File: config.mk
export PLATFORM = sky130hd
export DESIGN_NAME = mem_port_arbiter_flat
export DESIGN_NICKNAME = d
export VERILOG_FILES = /design/src/rtl/mem_arb_pkg.sv /design/src/rtl/mem_port_arbiter_if.sv /design/src/rtl/mem_arb_perf_cnt.sv /design/src/rtl/mem_port_arbiter.sv /design/src/flat_wrapper.sv
export SDC_FILE = /design/constraint.sdc
export NUM_CORES = 1
export LEC_CHECK = 0
export BUFFER_PORTS_ARGS = -buffer_cell sky130_fd_sc_hd__buf_2
export CAP_MARGIN = 20
export CORE_AREA = 4 4 143 145
export CTS_CLUSTER_SIZE = 24
export DETAILED_ROUTE_END_ITERATION = 10
export DIE_AREA = 0 0 147 149
export PLACE_DENSITY = 0.7
export SYNTH_ARGS = -nofsm -noshare
export SYNTH_HDL_FRONTEND = slang
export SYNTH_SLANG_ARGS = --single-unit
File: constraint.sdc
create_clock -name clk -period 5.6 [get_ports clk]
set_clock_uncertainty 0.1 [all_clocks]
set_input_delay 0.28 -clock clk [delete_from_list [all_inputs] [get_ports clk]]
set_output_delay 0.28 -clock clk [all_outputs]
set_load 0.03 [all_outputs]
File: src/rtl/mem_arb_pkg.sv
// mem_arb_pkg: shared types and constants for the unified memory port arbiter.
//   arb_state_t : arbiter FSM state encoding
//   func3_t     : load/store access-size codes (funct3 low bits; loads and
//                 stores share encodings, bit 2 marks unsigned loads)
//   CNT_W_DEF   : default performance counter width
package mem_arb_pkg;

  typedef enum logic [1:0] {
    IDLE  = 2'd0,
    IBUSY = 2'd1,
    DBUSY = 2'd2,
    RESP  = 2'd3
  } arb_state_t;

  typedef enum logic [2:0] {
    F3_B  = 3'b000,  // LB / SB
    F3_H  = 3'b001,  // LH / SH
    F3_W  = 3'b010,  // LW / SW
    F3_BU = 3'b100,  // LBU
    F3_HU = 3'b101   // LHU
  } func3_t;

  localparam int unsigned CNT_W_DEF = 32;

endpackage

File: src/rtl/mem_port_arbiter_if.sv
// mem_port_arbiter_if: bundle of the fetch port, load/store port and memory
// port around the arbiter.
//   master : arbiter view (consumes requests/ack, drives ready/stall/mem_*)
//   slave  : environment view (pipeline stages and the memory)
// Fetch:  if_req, if_addr, if_flush -> ; <- if_rdata, if_ready, if_stall
// Data:   d_req, d_we, d_func3, d_addr, d_wdata -> ; <- d_rdata, d_ready, d_stall
// Memory: <- mem_req, mem_we, mem_func3, mem_addr, mem_wdata ; mem_ack, mem_rdata ->
interface mem_port_arbiter_if #(
  parameter int unsigned ADDR_W = 32,
  parameter int unsigned DATA_W = 32
);

  logic              if_req;
  logic [ADDR_W-1:0] if_addr;
  logic              if_flush;
  logic [DATA_W-1:0] if_rdata;
  logic              if_ready;
  logic              if_stall;

  logic              d_req;
  logic              d_we;
  logic [2:0]        d_func3;
  logic [ADDR_W-1:0] d_addr;
  logic [DATA_W-1:0] d_wdata;
  logic [DATA_W-1:0] d_rdata;
  logic              d_ready;
  logic              d_stall;

  logic              mem_req;
  logic              mem_we;
  logic [2:0]        mem_func3;
  logic [ADDR_W-1:0] mem_addr;
  logic [DATA_W-1:0] mem_wdata;
  logic              mem_ack;
  logic [DATA_W-1:0] mem_rdata;

  modport master (
    input  if_req, if_addr, if_flush,
    output if_rdata, if_ready, if_stall,
    input  d_req, d_we, d_func3, d_addr, d_wdata,
    output d_rdata, d_ready, d_stall,
    output mem_req, mem_we, mem_func3, mem_addr, mem_wdata,
    input  mem_ack, mem_rdata
  );

  modport slave (
    output if_req, if_addr, if_flush,
    input  if_rdata, if_ready, if_stall,
    output d_req, d_we, d_func3, d_addr, d_wdata,
    input  d_rdata, d_ready, d_stall,
    input  mem_req, mem_we, mem_func3, mem_addr, mem_wdata,
    output mem_ack, mem_rdata
  );

endinterface

File: src/rtl/mem_arb_perf_cnt.sv
// mem_arb_perf_cnt: saturating event counter used for arbiter statistics
// (instantiated only when ARB_PERF_CNT_EN is defined).
//   clk : clock
//   rst : asynchronous active-low reset, clears the count
//   inc : count enable for this cycle
//   cnt : current count, sticks at all-ones
module mem_arb_perf_cnt #(
  parameter int unsigned W = 32
) (
  input  logic         clk,
  input  logic         rst,
  input  logic         inc,
  output logic [W-1:0] cnt
);

  always_ff @(posedge clk or negedge rst) begin
    if (!rst) begin
      cnt <= '0;
    end else if (inc && (cnt != '1)) begin
      cnt <= cnt + 1'b1;
    end
  end

endmodule

File: src/rtl/mem_port_arbiter.sv
// mem_port_arbiter: shares one multi-cycle memory port between the IF-stage
// fetch port and the MEM-stage load/store port. Data accesses win conflicts.
// A taken-branch flush cancels an in-flight fetch: the memory transaction
// still completes, but its result is discarded.
//   clk          : clock, rising edge
//   rst          : asynchronous active-low reset
//   bus          : fetch / data / memory signals (mem_port_arbiter_if.master)
//   if_wait_cnt  : cycles with if_stall       (ARB_PERF_CNT_EN, else 0)
//   d_wait_cnt   : cycles with d_stall        (ARB_PERF_CNT_EN, else 0)
//   conflict_cnt : IDLE cycles with both reqs (ARB_PERF_CNT_EN, else 0)
// Optional feature macro: ARB_PERF_CNT_EN.
module mem_port_arbiter
  import mem_arb_pkg::*;
#(
  parameter int unsigned ADDR_W = 32,
  parameter int unsigned DATA_W = 32,
  parameter int unsigned CNT_W  = CNT_W_DEF
) (
  input  logic                 clk,
  input  logic                 rst,
  mem_port_arbiter_if.master   bus,
  output logic [CNT_W-1:0]     if_wait_cnt,
  output logic [CNT_W-1:0]     d_wait_cnt,
  output logic [CNT_W-1:0]     conflict_cnt
);

  arb_state_t state_q, state_d;

  logic grant_d, grant_i, ack_i, ack_d, deliver_i;
  logic drop_q;

  logic              mem_req_q;
  logic              mem_we_q;
  logic [2:0]        mem_func3_q;
  logic [ADDR_W-1:0] mem_addr_q;
  logic [DATA_W-1:0] mem_wdata_q;
  logic [DATA_W-1:0] if_rdata_q;
  logic [DATA_W-1:0] d_rdata_q;
  logic              if_ready_q;
  logic              d_ready_q;
  logic              if_stall_w;
  logic              d_stall_w;

  // State register
  always_ff @(posedge clk or negedge rst) begin
    if (!rst) begin
      state_q <= IDLE;
    end else begin
      state_q <= state_d;
    end
  end

  // Next-state logic
  always_comb begin
    state_d = state_q;
    case (state_q)
      IDLE: begin
        if (bus.d_req) begin
          state_d = DBUSY;
        end else if (bus.if_req && !bus.if_flush) begin
          state_d = IBUSY;
        end
      end
      IBUSY, DBUSY: begin
        if (bus.mem_ack) begin
          state_d = RESP;
        end
      end
      RESP:    state_d = IDLE;
      default: state_d = IDLE;
    endcase
  end

  // Control decode
  always_comb begin
    grant_d   = (state_q == IDLE) && bus.d_req;
    grant_i   = (state_q == IDLE) && !bus.d_req && bus.if_req && !bus.if_flush;
    ack_i     = (state_q == IBUSY) && bus.mem_ack;
    ack_d     = (state_q == DBUSY) && bus.mem_ack;
    // A flush landing in the ack cycle itself discards the fetch as well.
    deliver_i = ack_i && !drop_q && !bus.if_flush;
  end

  // Registered memory-side request and requester-side responses
  always_ff @(posedge clk or negedge rst) begin
    if (!rst) begin
      mem_req_q   <= 1'b0;
      mem_we_q    <= 1'b0;
      mem_func3_q <= '0;
      mem_addr_q  <= '0;
      mem_wdata_q <= '0;
      if_rdata_q  <= '0;
      d_rdata_q   <= '0;
      if_ready_q  <= 1'b0;
      d_ready_q   <= 1'b0;
      drop_q      <= 1'b0;
    end else begin
      if_ready_q <= 1'b0;
      d_ready_q  <= 1'b0;

      if (grant_d) begin
        mem_req_q   <= 1'b1;
        mem_we_q    <= bus.d_we;
        mem_func3_q <= bus.d_func3;
        mem_addr_q  <= bus.d_addr;
        mem_wdata_q <= bus.d_wdata;
      end else if (grant_i) begin
        // Fetches are always full-word reads, whatever the last data size was.
        mem_req_q   <= 1'b1;
        mem_we_q    <= 1'b0;
        mem_func3_q <= F3_W;
        mem_addr_q  <= bus.if_addr;
      end

      if (ack_i || ack_d) begin
        mem_req_q <= 1'b0;
      end

      if (deliver_i) begin
        if_rdata_q <= bus.mem_rdata;
        if_ready_q <= 1'b1;
      end

      if (ack_d) begin
        d_rdata_q <= bus.mem_rdata;
        d_ready_q <= 1'b1;
      end

      if (ack_i) begin
        drop_q <= 1'b0;
      end else if ((state_q == IBUSY) && bus.if_flush) begin
        drop_q <= 1'b1;
      end
    end
  end

  assign if_stall_w = bus.if_req & ~if_ready_q;
  assign d_stall_w  = bus.d_req & ~d_ready_q;

  assign bus.mem_req   = mem_req_q;
  assign bus.mem_we    = mem_we_q;
  assign bus.mem_func3 = mem_func3_q;
  assign bus.mem_addr  = mem_addr_q;
  assign bus.mem_wdata = mem_wdata_q;
  assign bus.if_rdata  = if_rdata_q;
  assign bus.if_ready  = if_ready_q;
  assign bus.if_stall  = if_stall_w;
  assign bus.d_rdata   = d_rdata_q;
  assign bus.d_ready   = d_ready_q;
  assign bus.d_stall   = d_stall_w;

`ifdef ARB_PERF_CNT_EN
  mem_arb_perf_cnt #(.W(CNT_W)) u_if_wait_cnt (
    .clk (clk),
    .rst (rst),
    .inc (if_stall_w),
    .cnt (if_wait_cnt)
  );

  mem_arb_perf_cnt #(.W(CNT_W)) u_d_wait_cnt (
    .clk (clk),
    .rst (rst),
    .inc (d_stall_w),
    .cnt (d_wait_cnt)
  );

  mem_arb_perf_cnt #(.W(CNT_W)) u_conflict_cnt (
    .clk (clk),
    .rst (rst),
    .inc ((state_q == IDLE) && bus.if_req && bus.d_req),
    .cnt (conflict_cnt)
  );
`else
  assign if_wait_cnt  = '0;
  assign d_wait_cnt   = '0;
  assign conflict_cnt = '0;
`endif

endmodule

File: src/flat_wrapper.sv
// flat-port wrapper written by rule: the top's interface ports become plain ports
module mem_port_arbiter_flat import mem_arb_pkg::*;
#(
  parameter int unsigned ADDR_W = 32,
  parameter int unsigned DATA_W = 32,
  parameter int unsigned CNT_W  = CNT_W_DEF
)
  (clk, rst, if_wait_cnt, d_wait_cnt, conflict_cnt, bus_if_req, bus_if_addr, bus_if_flush, bus_if_rdata, bus_if_ready, bus_if_stall, bus_d_req, bus_d_we, bus_d_func3, bus_d_addr, bus_d_wdata, bus_d_rdata, bus_d_ready, bus_d_stall, bus_mem_req, bus_mem_we, bus_mem_func3, bus_mem_addr, bus_mem_wdata, bus_mem_ack, bus_mem_rdata);
  mem_port_arbiter_if #(.ADDR_W(ADDR_W), .DATA_W(DATA_W)) bus_i ();
  input  logic clk;
  input  logic rst;
  output logic [CNT_W-1:0] if_wait_cnt;
  output logic [CNT_W-1:0] d_wait_cnt;
  output logic [CNT_W-1:0] conflict_cnt;
  input wire logic [$bits(bus_i.if_req)-1:0] bus_if_req;
  input wire logic [$bits(bus_i.if_addr)-1:0] bus_if_addr;
  input wire logic [$bits(bus_i.if_flush)-1:0] bus_if_flush;
  output wire logic [$bits(bus_i.if_rdata)-1:0] bus_if_rdata;
  output wire logic [$bits(bus_i.if_ready)-1:0] bus_if_ready;
  output wire logic [$bits(bus_i.if_stall)-1:0] bus_if_stall;
  input wire logic [$bits(bus_i.d_req)-1:0] bus_d_req;
  input wire logic [$bits(bus_i.d_we)-1:0] bus_d_we;
  input wire logic [$bits(bus_i.d_func3)-1:0] bus_d_func3;
  input wire logic [$bits(bus_i.d_addr)-1:0] bus_d_addr;
  input wire logic [$bits(bus_i.d_wdata)-1:0] bus_d_wdata;
  output wire logic [$bits(bus_i.d_rdata)-1:0] bus_d_rdata;
  output wire logic [$bits(bus_i.d_ready)-1:0] bus_d_ready;
  output wire logic [$bits(bus_i.d_stall)-1:0] bus_d_stall;
  output wire logic [$bits(bus_i.mem_req)-1:0] bus_mem_req;
  output wire logic [$bits(bus_i.mem_we)-1:0] bus_mem_we;
  output wire logic [$bits(bus_i.mem_func3)-1:0] bus_mem_func3;
  output wire logic [$bits(bus_i.mem_addr)-1:0] bus_mem_addr;
  output wire logic [$bits(bus_i.mem_wdata)-1:0] bus_mem_wdata;
  input wire logic [$bits(bus_i.mem_ack)-1:0] bus_mem_ack;
  input wire logic [$bits(bus_i.mem_rdata)-1:0] bus_mem_rdata;
  assign bus_i.if_req = bus_if_req;
  assign bus_i.if_addr = bus_if_addr;
  assign bus_i.if_flush = bus_if_flush;
  assign bus_if_rdata = bus_i.if_rdata;
  assign bus_if_ready = bus_i.if_ready;
  assign bus_if_stall = bus_i.if_stall;
  assign bus_i.d_req = bus_d_req;
  assign bus_i.d_we = bus_d_we;
  assign bus_i.d_func3 = bus_d_func3;
  assign bus_i.d_addr = bus_d_addr;
  assign bus_i.d_wdata = bus_d_wdata;
  assign bus_d_rdata = bus_i.d_rdata;
  assign bus_d_ready = bus_i.d_ready;
  assign bus_d_stall = bus_i.d_stall;
  assign bus_mem_req = bus_i.mem_req;
  assign bus_mem_we = bus_i.mem_we;
  assign bus_mem_func3 = bus_i.mem_func3;
  assign bus_mem_addr = bus_i.mem_addr;
  assign bus_mem_wdata = bus_i.mem_wdata;
  assign bus_i.mem_ack = bus_mem_ack;
  assign bus_i.mem_rdata = bus_mem_rdata;
  mem_port_arbiter #(.ADDR_W(ADDR_W), .DATA_W(DATA_W), .CNT_W(CNT_W)) u_core (.clk(clk), .rst(rst), .bus(bus_i), .if_wait_cnt(if_wait_cnt), .d_wait_cnt(d_wait_cnt), .conflict_cnt(conflict_cnt));
endmodule
==> impl_metrics.env <==
export IMPL_yosysTopAreaCellShare=0.541
export IMPL_cts_tree="built"
export IMPL_grt_pass1_vias=4729
export IMPL_arrival_ns=2.60
export IMPL_ys_warn_count=0
export IMPL_yosys_top_cells_area="dfrtp_1 54%, mux2_2 26%, buf_4 11%"
export IMPL_crit_chain="inv_1 -> ha_1 -> nand2_4 -> mux2_4 -> mux2_2"
export IMPL_cp_end_kind="flop"
export IMPL_start_util=0.332
export IMPL_drtAntennaViolNets=0
export IMPL_drt_initial_drc_count=54
export IMPL_setup_tns_ns=0
export IMPL_max_stage_delay_ns=0.55
export IMPL_yosysSeqAreaShare=0.541
export IMPL_avgViaCountPerCell=4.14
export IMPL_ys_flop_type="dfrtp_1"
export IMPL_synth_top_family_by_area="multiplexers"
export IMPL_dp_cells=968
export IMPL_power_density_nw_per_um2=622
export IMPL_synth_xor_area_share=0
export IMPL_async_flop_share=1.00
export IMPL_multiInputGateArea_sq_um=2440
export IMPL_synth_cell_types=20
export IMPL_cts_root_buf="clkbuf_16"
export IMPL_place_area_sq_um=7650
export IMPL_dpl_hpwl_um=11300
export IMPL_ir_worst_vdd_uv=346
export IMPL_fmax_mhz=415
export IMPL_path_class="flop to flop"
export IMPL_slew_violations=0
export IMPL_min_period_ns=2.41
export IMPL_synthTopCellsByCount="146 x mux2_2, 138 x dfrtp_1, 97 x buf_4"
export IMPL_wire_per_inst_um=15.2
export IMPL_total_leakage_power_nw=4.47
export IMPL_areaGrowthSynthToFinish_pct=38.3
export IMPL_path_buf_inv=1
export IMPL_clk_pin_slew_ns=0.07
export IMPL_antenna_found_initial=1
export IMPL_ff_latch_area_sq_um=3450
export IMPL_yosys_area_share_simple=0.00726
export IMPL_overflow=0
export IMPL_maxCapViolCount=0
export IMPL_final_hold_violation_count=0
export IMPL_numCtsBuffers=17
export IMPL_finalCritPeriodShare=0.430
export IMPL_synth_most_common_cell="mux2_2"
export IMPL_synth_compound_area_frac=0.0139
export IMPL_synth_edf_count=0
export IMPL_dr_pass1_iters=2
export IMPL_postSynthCellCount=445
export IMPL_worst_path_max_fanout=65
export IMPL_setup_viol=0
export IMPL_fin_cells=1059
export IMPL_synth_area_sq_um=6380
export IMPL_dieArea_sq_um=21900
export IMPL_portBuffers=274
export IMPL_nFillCells=1715
export IMPL_clk_latency_ns=0.41
export IMPL_clockBufferDepth=2
export IMPL_synthAdderAreaFrac=0.00785
export IMPL_timing_slew_headroom=0.363
export IMPL_status="completed"
export IMPL_startpoint_type="flop"
export IMPL_syn_avg_cell_area_sq_um=14.3
export IMPL_grt_usage=0.142
export IMPL_synth_seq_cells=138
export IMPL_hp_class="input port to flop"
export IMPL_vias=4387
export IMPL_grt_max_degree=71
export IMPL_final_util=0.459
export IMPL_io_pins=371
export IMPL_n_antenna_cell=0
export IMPL_place_ws_ns=3.18
export IMPL_cp_top_family="multiplexers"
export IMPL_critPathSlowestCell="nand2_4"
export IMPL_drive_gt1_frac=0.594
export IMPL_synth_mux_area_frac=0.295
export IMPL_finalNetCount=923
export IMPL_rsz0062_at_grt="no"
export IMPL_die_w_um=147
export IMPL_place_congestion=0.748
export IMPL_timing_final_ws_setup_ns=3.19
export IMPL_core_sq_um=19200
export IMPL_drc=0
export IMPL_stdcell_area_sq_um=8820
export IMPL_rows=51
export IMPL_tightest_slew_ns=0.955
export IMPL_grt_pass1_wl_um=24600
export IMPL_yosys_area_top_type="dfrtp_1"
export IMPL_finalWirelength_um=16000
export IMPL_required_ns=5.79
export IMPL_dieHeight_um=149
export IMPL_htreeDepth=4
export IMPL_numClockSinks=138
==> cell families (layout without fill, tap and decap cells) <==
family | Yosys count | count (layout)
buf+inv | 119 | 373
flops | 138 | 138
simple gates | 8 | 8
mux | 163 | 163
other cells | 1 | 96
compound gates | 12 | 12
fa+ha+maj | 4 | 4
==> state kept, by name, indices dropped and copies added (netlist names), 2 cells and up <==
signal                flops
u_core.bus.d_rdata       32
u_core.bus.if_rdata      32
u_core.bus.mem_addr      32
u_core.bus.mem_func3      3
u_core.bus.mem_wdata     32
u_core.state_q            2
==> worst register-to-register path: stages (launching register included) <==
cell and delay (ns):
dfrtp_1 0.39, inv_1 0.12, ha_1 0.32, nand2_4 0.55, mux2_4 0.54, mux2_2 0.27
==> path summary, 6_finish.rpt <==
check,cells after the start,end,slack (ns),startpoint
hold / removal,2,u_core.bus.if_rdata[31]$_DFFE_PN0P_,0.02,bus_mem_rdata[31]
hold reg to reg,1,u_core.bus.mem_func3[1]$_DFFE_PN0P_,0.39,u_core.bus.mem_func3[1]$_DFFE_PN0P_
min in group asynchronous,2,u_core.bus.if_rdata[0]$_DFFE_PN0P_,0.31,rst
setup / recovery,5,u_core.bus.mem_addr[22]$_DFFE_PN0P_,3.19,u_core.state_q[0]$_DFFE_PN0P_
setup reg to reg,5,u_core.bus.mem_addr[22]$_DFFE_PN0P_,3.19,u_core.state_q[0]$_DFFE_PN0P_
max in group asynchronous,3,u_core.bus.mem_addr[11]$_DFFE_PN0P_,3.70,rst
==> report_power, final <==
group          total [mW]  switching, mW  leakage, nW  internal (mW)
registers            1.75          0.245         1.65           1.50
logic                2.63           1.68         2.53          0.956
clock network        1.10          0.497        0.289          0.607
total                5.48           2.42         4.47           3.06
==> layout by cell type, fill, tap and decap left out, types with 3 or more instances in the layout <==
cell | Yosys | final
mux2_4 | 14 | 14
inv_1 | 5 | 5
clkbuf_16 | 0 | 17
conb_1 | 1 | 96
dfrtp_1 | 138 | 138
o21ai_0 | 3 | 3
mux2i_1 | 3 | 3
a32o_1 | 3 | 3
mux2_2 | 146 | 146
buf_2 | 14 | 273
dlygate4sd3_1 | 0 | 59
buf_4 | 97 | 3
inv_8 | 0 | 3
nor2b_1 | 3 | 3
ha_1 | 4 | 4
nand2_1 | 3 | 3
inv_6 | 0 | 7
==> timing repair <==
item	in CTS	in global routing
setup buffers	0	0
endpoints found under the hold margin	148	0
hold buffers	59	0
gates resized for setup	0	0
==> metrics by stage <==
step	hold slack (ns)	power, mW
after floorplan	-0.116	3.66
after CTS	0.000629	5.54
after global placement	0.224	4.33
final	0.0218	5.48
after global routing	0.00180	5.79
after detailed placement	0.223	4.37
==> area by class of cell <==
type                       instances  share of cell area
tap                              265              0.0376
inverter                           5             0.00213
clock buffer                      18              0.0498
sequential                       138               0.391
timing repair buffer             336               0.226
multi-input combinational        283               0.277
clock inverter                    14              0.0165
==> routing by layer <==
layer | share of wire | wire (um) | global-route usage
met5 | 0.0012 | 20 | 0
met4 | 0.015 | 247 | 0.0447
met3 | 0.11 | 1750 | 0.0675
met2 | 0.51 | 8160 | 0.250
met1 | 0.37 | 5870 | 0.151
Note: power is estimated with default switching activity, not from simulation.
